[config.mk]
export PLATFORM = sky130hd
export DESIGN_NAME = multicycle_cpu_flat
export DESIGN_NICKNAME = d
export VERILOG_FILES = /design/src/rtl/multicycle_cpu_if.sv /design/src/rtl/multicycle_cpu.sv /design/src/flat_wrapper.sv
export SDC_FILE = /design/constraint.sdc
export NUM_CORES = 1
export LEC_CHECK = 0
export ABC_AREA = 1
export CAP_MARGIN = 20
export CORE_UTILIZATION = 55
export DETAILED_ROUTE_END_ITERATION = 16
export PLACE_DENSITY = 0.73
export SYNTH_ARGS = -nofsm -noshare
export SYNTH_HDL_FRONTEND = slang
export SYNTH_SLANG_ARGS = --single-unit
[constraint.sdc]
create_clock -name clock -period 10.35 [get_ports clock]
set_input_delay 2.07 -clock clock [delete_from_list [all_inputs] [get_ports clock]]
set_output_delay 2.07 -clock clock [all_outputs]
set_load 0.05 [all_outputs]
[src/rtl/multicycle_cpu_if.sv]
// Instruction-fetch bus between multicycle_cpu (master) and instruction memory (slave).
// The CPU holds req/addr until memory answers with valid/rdata in the same cycle.
interface multicycle_cpu_if #(
  parameter int DATA_W = 16
) ();
  logic              req;
  logic [DATA_W-1:0] addr;
  logic              valid;
  logic [15:0]       rdata;

  modport master (output req, output addr, input valid, input rdata);
  modport slave  (input req, input addr, output valid, output rdata);
endinterface

[src/rtl/multicycle_cpu.sv]
// Multi-cycle CPU: FETCH/DECODE/EXECUTE/WRITEBACK/HALT FSM, 4-entry register file, ALU.
// Optional feature macro MULTICYCLE_CPU_RETIRE_CNT_EN adds a saturating 32-bit 'retired' counter.
module multicycle_cpu #(
  parameter int                DATA_W   = 16,
  parameter logic [DATA_W-1:0] RESET_PC = '0,
  parameter int                PC_STEP  = 2
) (
  input  logic              clock,
  input  logic              reset,
  multicycle_cpu_if.master  imem,
  output logic [DATA_W-1:0] PC,
  output logic [15:0]       IR,
  output logic [DATA_W-1:0] ALUOut,
  output logic              halted
`ifdef MULTICYCLE_CPU_RETIRE_CNT_EN
  ,
  output logic [31:0]       retired
`endif
);

  localparam logic [DATA_W-1:0] STEP      = DATA_W'(PC_STEP);
  localparam logic [15:0]       HALT_WORD = 16'hFFFF;

  typedef enum logic [2:0] {
    S_FETCH,
    S_DECODE,
    S_EXECUTE,
    S_WRITEBACK,
    S_HALT
  } state_t;

  state_t state, next_state;

  logic [DATA_W-1:0] regs [4];
  logic [DATA_W-1:0] a_q, b_q, imm_q, target_q;
  logic [DATA_W-1:0] alu_result, imm_ext;
  logic [3:0]        op;
  logic [1:0]        rs, rt, rd;
  logic              is_rtype, is_addi, branch_taken;

  assign op      = IR[15:12];
  assign rs      = IR[11:10];
  assign rt      = IR[9:8];
  assign rd      = IR[7:6];
  assign imm_ext = {{(DATA_W-8){IR[7]}}, IR[7:0]};

  assign is_rtype     = (op <= 4'd4);
  assign is_addi      = (op == 4'd5);
  assign branch_taken = ((op == 4'd6) && (a_q == b_q)) || ((op == 4'd7) && (a_q != b_q));

  // Request is masked during reset so nothing is fetched before release.
  assign imem.req  = (state == S_FETCH) && !reset;
  assign imem.addr = PC;

  always_comb begin
    alu_result = '0;
    case (op)
      4'd0:       alu_result = a_q + b_q;
      4'd1:       alu_result = a_q - b_q;
      4'd2:       alu_result = a_q & b_q;
      4'd3:       alu_result = a_q | b_q;
      4'd4:       alu_result = {{(DATA_W-1){1'b0}}, ($signed(a_q) < $signed(b_q))};
      4'd5:       alu_result = a_q + imm_q;
      4'd6, 4'd7: alu_result = a_q - b_q;
      default:    alu_result = '0;
    endcase
  end

  always_comb begin
    next_state = state;
    case (state)
      S_FETCH:     if (imem.valid) next_state = S_DECODE;
      S_DECODE:    next_state = (IR == HALT_WORD) ? S_HALT : S_EXECUTE;
      S_EXECUTE:   next_state = S_WRITEBACK;
      S_WRITEBACK: next_state = S_FETCH;
      S_HALT:      next_state = S_HALT;
      default:     next_state = S_FETCH;
    endcase
  end

  always_ff @(posedge clock or posedge reset) begin
    if (reset) state <= S_FETCH;
    else       state <= next_state;
  end

  always_ff @(posedge clock or posedge reset) begin
    if (reset) begin
      PC       <= RESET_PC;
      IR       <= '0;
      ALUOut   <= '0;
      halted   <= 1'b0;
      a_q      <= '0;
      b_q      <= '0;
      imm_q    <= '0;
      target_q <= '0;
    end else begin
      case (state)
        S_FETCH: begin
          if (imem.valid) IR <= imem.rdata;
        end
        S_DECODE: begin
          a_q   <= regs[rs];
          b_q   <= regs[rt];
          imm_q <= imm_ext;
          if (IR == HALT_WORD) halted <= 1'b1;
        end
        S_EXECUTE: begin
          ALUOut   <= alu_result;
          target_q <= PC + STEP + (imm_q << 1);
        end
        S_WRITEBACK: begin
          PC <= branch_taken ? target_q : (PC + STEP);
        end
        default: ;
      endcase
    end
  end

  // Registers change only on WRITEBACK, so a reset mid-instruction never leaves a partial write.
  always_ff @(posedge clock or posedge reset) begin
    if (reset) begin
      for (int i = 0; i < 4; i++) regs[i] <= '0;
    end else if (state == S_WRITEBACK) begin
      if (is_rtype)     regs[rd] <= ALUOut;
      else if (is_addi) regs[rt] <= ALUOut;
    end
  end

`ifdef MULTICYCLE_CPU_RETIRE_CNT_EN
  always_ff @(posedge clock or posedge reset) begin
    if (reset)                                        retired <= '0;
    else if (state == S_WRITEBACK && retired != '1)   retired <= retired + 32'd1;
  end
`endif

endmodule
[src/flat_wrapper.sv]
// flat-port wrapper written by rule: the top's interface ports become plain ports
module multicycle_cpu_flat 
#(
  parameter int                DATA_W   = 16,
  parameter logic [DATA_W-1:0] RESET_PC = '0,
  parameter int                PC_STEP  = 2
)
  (clock, reset, PC, IR, ALUOut, halted, imem_req, imem_addr, imem_valid, imem_rdata);
  multicycle_cpu_if #(.DATA_W(DATA_W)) imem_i ();
  input  logic clock;
  input  logic reset;
  output logic [DATA_W-1:0] PC;
  output logic [15:0] IR;
  output logic [DATA_W-1:0] ALUOut;
  output logic halted;
  output wire logic [$bits(imem_i.req)-1:0] imem_req;
  output wire logic [$bits(imem_i.addr)-1:0] imem_addr;
  input wire logic [$bits(imem_i.valid)-1:0] imem_valid;
  input wire logic [$bits(imem_i.rdata)-1:0] imem_rdata;
  assign imem_req = imem_i.req;
  assign imem_addr = imem_i.addr;
  assign imem_i.valid = imem_valid;
  assign imem_i.rdata = imem_rdata;
  multicycle_cpu #(.DATA_W(DATA_W), .RESET_PC(RESET_PC), .PC_STEP(PC_STEP)) u_core (.clock(clock), .reset(reset), .imem(imem_i), .PC(PC), .IR(IR), .ALUOut(ALUOut), .halted(halted));
endmodule
==> results of run 1 <==
[metrics by stage]
stage | hold slack, ps | setup slack, ps | instance area, um^2 | power (mW)
final | 475.4 | 4635 | 13250 | 4.681
after global placement | 451.9 | 4663 | 12610 | 3.922
after CTS | 479.4 | 4653 | 13180 | 4.644
after floorplan | 449.2 | 3620 | 11770 | 3.246
after global routing | 498.2 | 4588 | 13250 | 5.053
after detailed placement | 461.0 | 4656 | 12610 | 3.984
[final cells by class]
cell class | count | area [um^2]
fill | 1897 | 7775
clock buffer | 19 | 442.9
multi-input combinational | 1163 | 6281
inverter | 208 | 785.8
tap | 275 | 344.1
clock inverter | 12 | 128.9
timing repair buffer | 94 | 959.7
sequential | 172 | 4304
[worst reg2reg max path, cell delays in order, from the launching register on]
cell and delay (ps):
dfrtp_1 450, nor2_2 210, nand2_2 160, inv_1 470
nand2_1 90, o21ai_0 100, ha_1 200, inv_1 60
fa_1 380, inv_1 140, nand4_1 100, nand2_1 190
nand2_1 100, nand2_1 70, nand2_1 40, nand3_1 110
nand3_1 160, nand2_1 100, nand2_1 60
[sequential cells by signal, indices dropped and copies added, names as in the netlist, 3 cells and up]
| register | count |
|---|---|
| u_core.ALUOut | 16 |
| u_core.IR | 16 |
| u_core.PC | 16 |
| u_core.a_q | 16 |
| u_core.b_q | 16 |
| u_core.imm_q | 8 |
| u_core.regs | 64 |
| u_core.state | 3 |
| u_core.target_q | 16 |
[where the power goes]
part           switching [mW]  internal [mW]  leakage, nW
Combinational            1.91          0.911         3.87
Clock                   0.295          0.345        0.281
Sequential              0.286          0.935         2.26
Total                    2.49           2.19         6.41
[cells in the mapped netlist (18+ instances only)]
master,n
clkbuf_1,33
a21oi_1,51
dfrtp_1,172
buf_4,18
o22ai_1,19
o21ai_2,47
ha_1,82
nand4_1,27
nand3_1,95
nand2_1,481
inv_1,198
o21ai_0,128
o21ai_1,24
nor2_1,112
[metal layers]
metal / routed length, um / track usage (%) / up-vias
li1: - / - / 5298
met1: 14630 / 41.79 / 5100
met2: 14740 / 47.68 / 325
met3: 1921 / 4.847 / 32
met4: 436 / 8.041 / 0
met5: 0 / 0 / -
[cell usage in the layout, fill, tap and decap left out, types with 27 or more instances in the layout]
cell type / instances
clkdlybuf4s50_1: 84
dfrtp_1: 172
o21ai_2: 47
nor2_1: 112
nand4_1: 27
a21oi_1: 51
o21ai_0: 128
inv_1: 197
ha_1: 82
nand3_1: 95
nand2_1: 481
[path summary, 6_finish.rpt]
kind / start / end / slack (ps) / cells after the start
max in group asynchronous: reset / u_core.ALUOut[0]$_DFFE_PP0N_ / 7250 / 3
hold / removal: u_core.halted$_DFFE_PP0P_ / u_core.halted$_DFFE_PP0P_ / 480 / 2
hold reg to reg: u_core.halted$_DFFE_PP0P_ / u_core.halted$_DFFE_PP0P_ / 480 / 2
min in group asynchronous: reset / u_core.PC[13]$_DFFE_PP0N_ / 2050 / 2
setup reg to reg: u_core.IR[13]$_DFFE_PP0P_ / u_core.ALUOut[14]$_DFFE_PP0N_ / 7050 / 18
setup / recovery: reset / imem_req / 4640 / 3
[cell families after synthesis]
family / Yosys count
AND/OR/NAND/NOR: 760
AO/OA/AOI/OAI: 298
buffers and inverters: 274
flip-flops: 172
adder cells (fa/ha/maj): 85
XOR/XNOR: 17
multiplexers: 3
==> results.json, run 1 <==
{
  "fin_skew_ps": 11.50,
  "finalCritPeriodShare_pct": 55.21,
  "cts-resized-gates": 0,
  "netlist_area_um2": 11770,
  "finalHoldViolations": 0,
  "grt_max_degree": 119,
  "critPathRequiredTime_ps": 8280,
  "grt.overflow.total": 0,
  "max-vdd-ir-drop_uv": 234.2,
  "synth_edf_count": 0,
  "grt_pass1_wl_um": 51230,
  "vias": 10760,
  "via_per_inst": 5.535,
  "worst_path_max_delay_cell": "clkdlybuf4s50_1",
  "cts.path.max_buffers": 2,
  "dieWidth_um": 148.3,
  "leakagePower_nw": 6.411,
  "antenna_left": 0,
  "fin_nets": 1760,
  "critPathLaunchType": "primary input",
  "seq_area_frac_synth_pct": 36.57,
  "dieHeight_um": 148.3,
  "setup_violations": 0,
  "slew_headroom_pct": 26.49,
  "synthDistinctLibCells": 43,
  "tritoncts": "yes",
  "n_antenna_cell": 0,
  "synthMuxAreaShare_pct": 0.2871,
  "layoutNonFillerInstCount": 1943,
  "clk_transition_reported_paths_ps": 70,
  "drv_slew": 0,
  "synth_area_per_cell_um2": 7.314,
  "drive_gt1_share_pct": 7.794,
  "cts_hold_buf": 0,
  "grt_setup_unrepaired": "false",
  "status": "finished clean",
  "grtUsageTotal_pct": 29.78,
  "cp_max_fo": 2,
  "synth_largest_area_cell": "dfrtp_1",
  "ys_warn_count": 0,
  "hold_class": "register to register",
  "path_delay_family": "buffers and inverters",
  "die_area_um2": 21990,
  "yosys-top-cells-area": "dfrtp_1 (37%), nand2_1 (15%), ha_1 (8.7%)",
  "grt_pass1_vias": 9971,
  "drt_first_pass_iters": 7,
  "coreArea_um2": 21020,
  "cts.sinks": 172,
  "yosys.area_share.adder_pct": 9.228,
  "endpoint_kind": "primary output",
  "p_per_area_nw_per_um2": 353.4,
  "cts-root-buf": "clkbuf_16",
  "ios": 85,
  "synthXorXnorAreaFrac_pct": 1.265,
  "gp_congestion": 0.9622,
  "layout_min_cycle_time_ps": 5715,
  "path_cells": "clkdlybuf4s50_1, nor4_1, clkdlybuf4s50_1",
  "io_buffers": 84,
  "path_class": "primary input to primary output",
  "timing.critical_path.buf_inv": 2,
  "synthCells": 1609,
  "max_freq_ghz": 0.1750,
  "htree_levels": 4,
  "cpMostUsedCell": "clkdlybuf4s50_1",
  "wire_per_inst_um": 16.33,
  "cts_buffers": 17,
  "final.setup.tns_ps": 0,
  "ys.flop_type": "dfrtp_1",
  "synthSimpleGateAreaFrac_pct": 27.01,
  "ys_async_sr_fraction_pct": 100.0,
  "crit_arrival_ps": 3640,
  "clk_latency_ps": 440,
  "synth_top_area_share_pct": 36.57,
  "drv_cap": 0,
  "dp.cells": 1909,
  "fin_util_pct": 63.01,
  "drt_iter0_drc": 776,
  "synth.net_count": 1713,
  "start_util_pct": 55.98,
  "worst_slew_pin_slew_ps": 1097,
  "wl_um": 31740,
  "dp_hpwl_um": 22950,
  "synth_seq_cells": 172,
  "synth_top_family_by_area": "simple AND/OR/NAND/NOR gates",
  "post-cts-setup-buffers": 0,
  "rows": 53,
  "slowest_delay_ps": 860,
  "synth_compound_gate_area_share_pct": 15.52,
  "area_growth_pct": 12.56,
  "antenna_found_initial": 0,
  "drc_errors": 0
}
Note: power is estimated with default switching activity, not from simulation.
==> inputs of run 2 (changes only) <==
Clock period 10.35 ns to 5.6 ns, I/O delays scaled along.
==> run 2 against run 1 <==
  * Total power rose by 83%
  * Core utilization fell by 0.18 points
  * Non-clock buffer count fell by 2
  * Sequential cell count did not move
  * Via count fell by 0.74%
  * Critical path depth did not move
  * Sequential share of layout area rose by 0.095 points
  * Register-to-register slack got worse by 4600 ps
  * Die area did not move
  * Hold slack got worse by 6.6 ps
  * First-iteration DRC count rose by 9.8%
  * Largest power group unchanged
  * Highest routed layer is now met5
==> results.json, run 2 (synthesis gave the netlist of run 1 again) <==
{
  "cts-resized-gates": 0,
  "dieHeight_um": 148.3,
  "leakagePower_nw": 6.384,
  "cts_hold_buf": 0,
  "clk_transition_reported_paths_ps": 70,
  "clk_latency_ps": 440,
  "p_per_area_nw_per_um2": 649.9,
  "worst_slew_pin_slew_ps": 1044,
  "ios": 85,
  "final_common_cell": "nand2_1",
  "slowest_delay_ps": 850,
  "tritoncts": "yes",
  "rows": 53,
  "post-cts-setup-buffers": 0,
  "io_buffers": 84,
  "cts.sinks": 172,
  "grt_pass1_wl_um": 50460,
  "antenna_left": 0,
  "grt_setup_unrepaired": "false",
  "gp_congestion": 0.9505,
  "fin_skew_ps": 11.14,
  "cp_max_fo": 2,
  "grt_pass1_vias": 9688,
  "cts_buffers": 17,
  "fin_util_pct": 62.83,
  "finalHoldViolations": 0,
  "drive_gt1_share_pct": 7.738,
  "drv_slew": 0,
  "regMostFlops": "u_core.regs",
  "hold_class": "register to register",
  "start_util_pct": 55.98,
  "htree_levels": 4,
  "largest_reg_flops": 64,
  "crit_arrival_ps": 2660,
  "via_per_inst": 5.497,
  "endpoint_kind": "primary output",
  "area_growth_pct": 12.23,
  "final.setup.tns_ps": 0,
  "wire_per_inst_um": 16.07,
  "worst_path_max_delay_cell": "clkdlybuf4s50_1",
  "grt_max_degree": 141,
  "n_antenna_cell": 0,
  "final_cell_mix": "nand2_1 (481), inv_1 (197), dfrtp_1 (172)",
  "path_class": "primary input to primary output",
  "dp_hpwl_um": 23220,
  "drt_first_pass_iters": 7,
  "antenna_found_initial": 1,
  "drc_errors": 0,
  "die_area_um2": 21990,
  "coreArea_um2": 21020,
  "dieWidth_um": 148.3,
  "drv_cap": 0,
  "layout_min_cycle_time_ps": 3775,
  "cts.path.max_buffers": 2,
  "slew_headroom_pct": 30.05,
  "wl_um": 31210,
  "cpMostUsedCell": "clkdlybuf4s50_1",
  "finalCritPeriodShare_pct": 67.41,
  "fill_cells": 1873,
  "drt_iter0_drc": 852,
  "grt.overflow.total": 0,
  "grtUsageTotal_pct": 29.54,
  "cts-root-buf": "clkbuf_16",
  "status": "finished clean",
  "max_freq_ghz": 0.2649,
  "max-vdd-ir-drop_uv": 367.9,
  "vias": 10680,
  "path_cells": "clkdlybuf4s50_1, nor4_1, clkdlybuf4s50_1",
  "critPathRequiredTime_ps": 4480,
  "fin_nets": 1758,
  "critPathLaunchType": "primary input",
  "setup_violations": 0
}
run 2: final timing paths:
kind	end	cells past startpoint	from	slack [ps]
max	imem_req	3	reset	1820
min	u_core.halted$_DFFE_PP0P_	2	u_core.halted$_DFFE_PP0P_	470
max reg2reg	u_core.ALUOut[12]$_DFFE_PP0N_	18	u_core.IR[13]$_DFFE_PP0P_	2460
min reg2reg	u_core.halted$_DFFE_PP0P_	2	u_core.halted$_DFFE_PP0P_	470
max in group asynchronous	u_core.regs[42]$_DFFE_PP0P_	3	reset	3230
min in group asynchronous	u_core.target_q[11]$_DFFE_PP0N_	2	reset	1200
run 2: report_power, final:
part	internal, mW	switching, mW	total [mW]
registers	1.73	0.539	2.27
clock network	0.600	0.562	1.16
logic	1.67	3.49	5.16
run 2: critical path: cells and delay by family:
family                 cells  cell delay (ps)
and+or+nand+nor            1              210
buffers and inverters      2             1320
run 2: metal layers:
| layer | GRT usage [%] | vias up | share of wire, % | wire length [um] |
|---|---|---|---|---|
| met5 | 0 | - | 0.042 | 13 |
| met4 | 8.660 | 2 | 1.8 | 547 |
| met3 | 4.264 | 45 | 5.7 | 1788 |
| met2 | 46.41 | 314 | 46 | 14440 |
| met1 | 42.29 | 5023 | 46 | 14420 |
| li1 | - | 5291 | - | - |
run 2: metrics by stage:
step	power [mW]	std cells	hold WS, ps	setup slack [ps]	instance area (um^2)
after floorplan	5.999	1609	449.2	1911	11770
after global placement	7.263	1909	449.7	1861	12620
after detailed placement	7.376	1909	456.2	1818	12620
after CTS	8.558	1941	469.8	1818	13190
after global routing	9.317	1942	491.7	1784	13210
final	8.584	1942	468.9	1825	13210
run 2: area by class of cell:
class                   count  area (um^2)  share of cell area [%]
clock buffers              19        442.9                   3.354
flip-flops and latches    172         4304                   32.59
multi-input cells        1163         6281                   47.56
well taps                 275        344.1                   2.605
repair buffers             92        925.9                   7.010
clock inverters            13        125.1                  0.9473
inverters                 208        784.5                   5.940
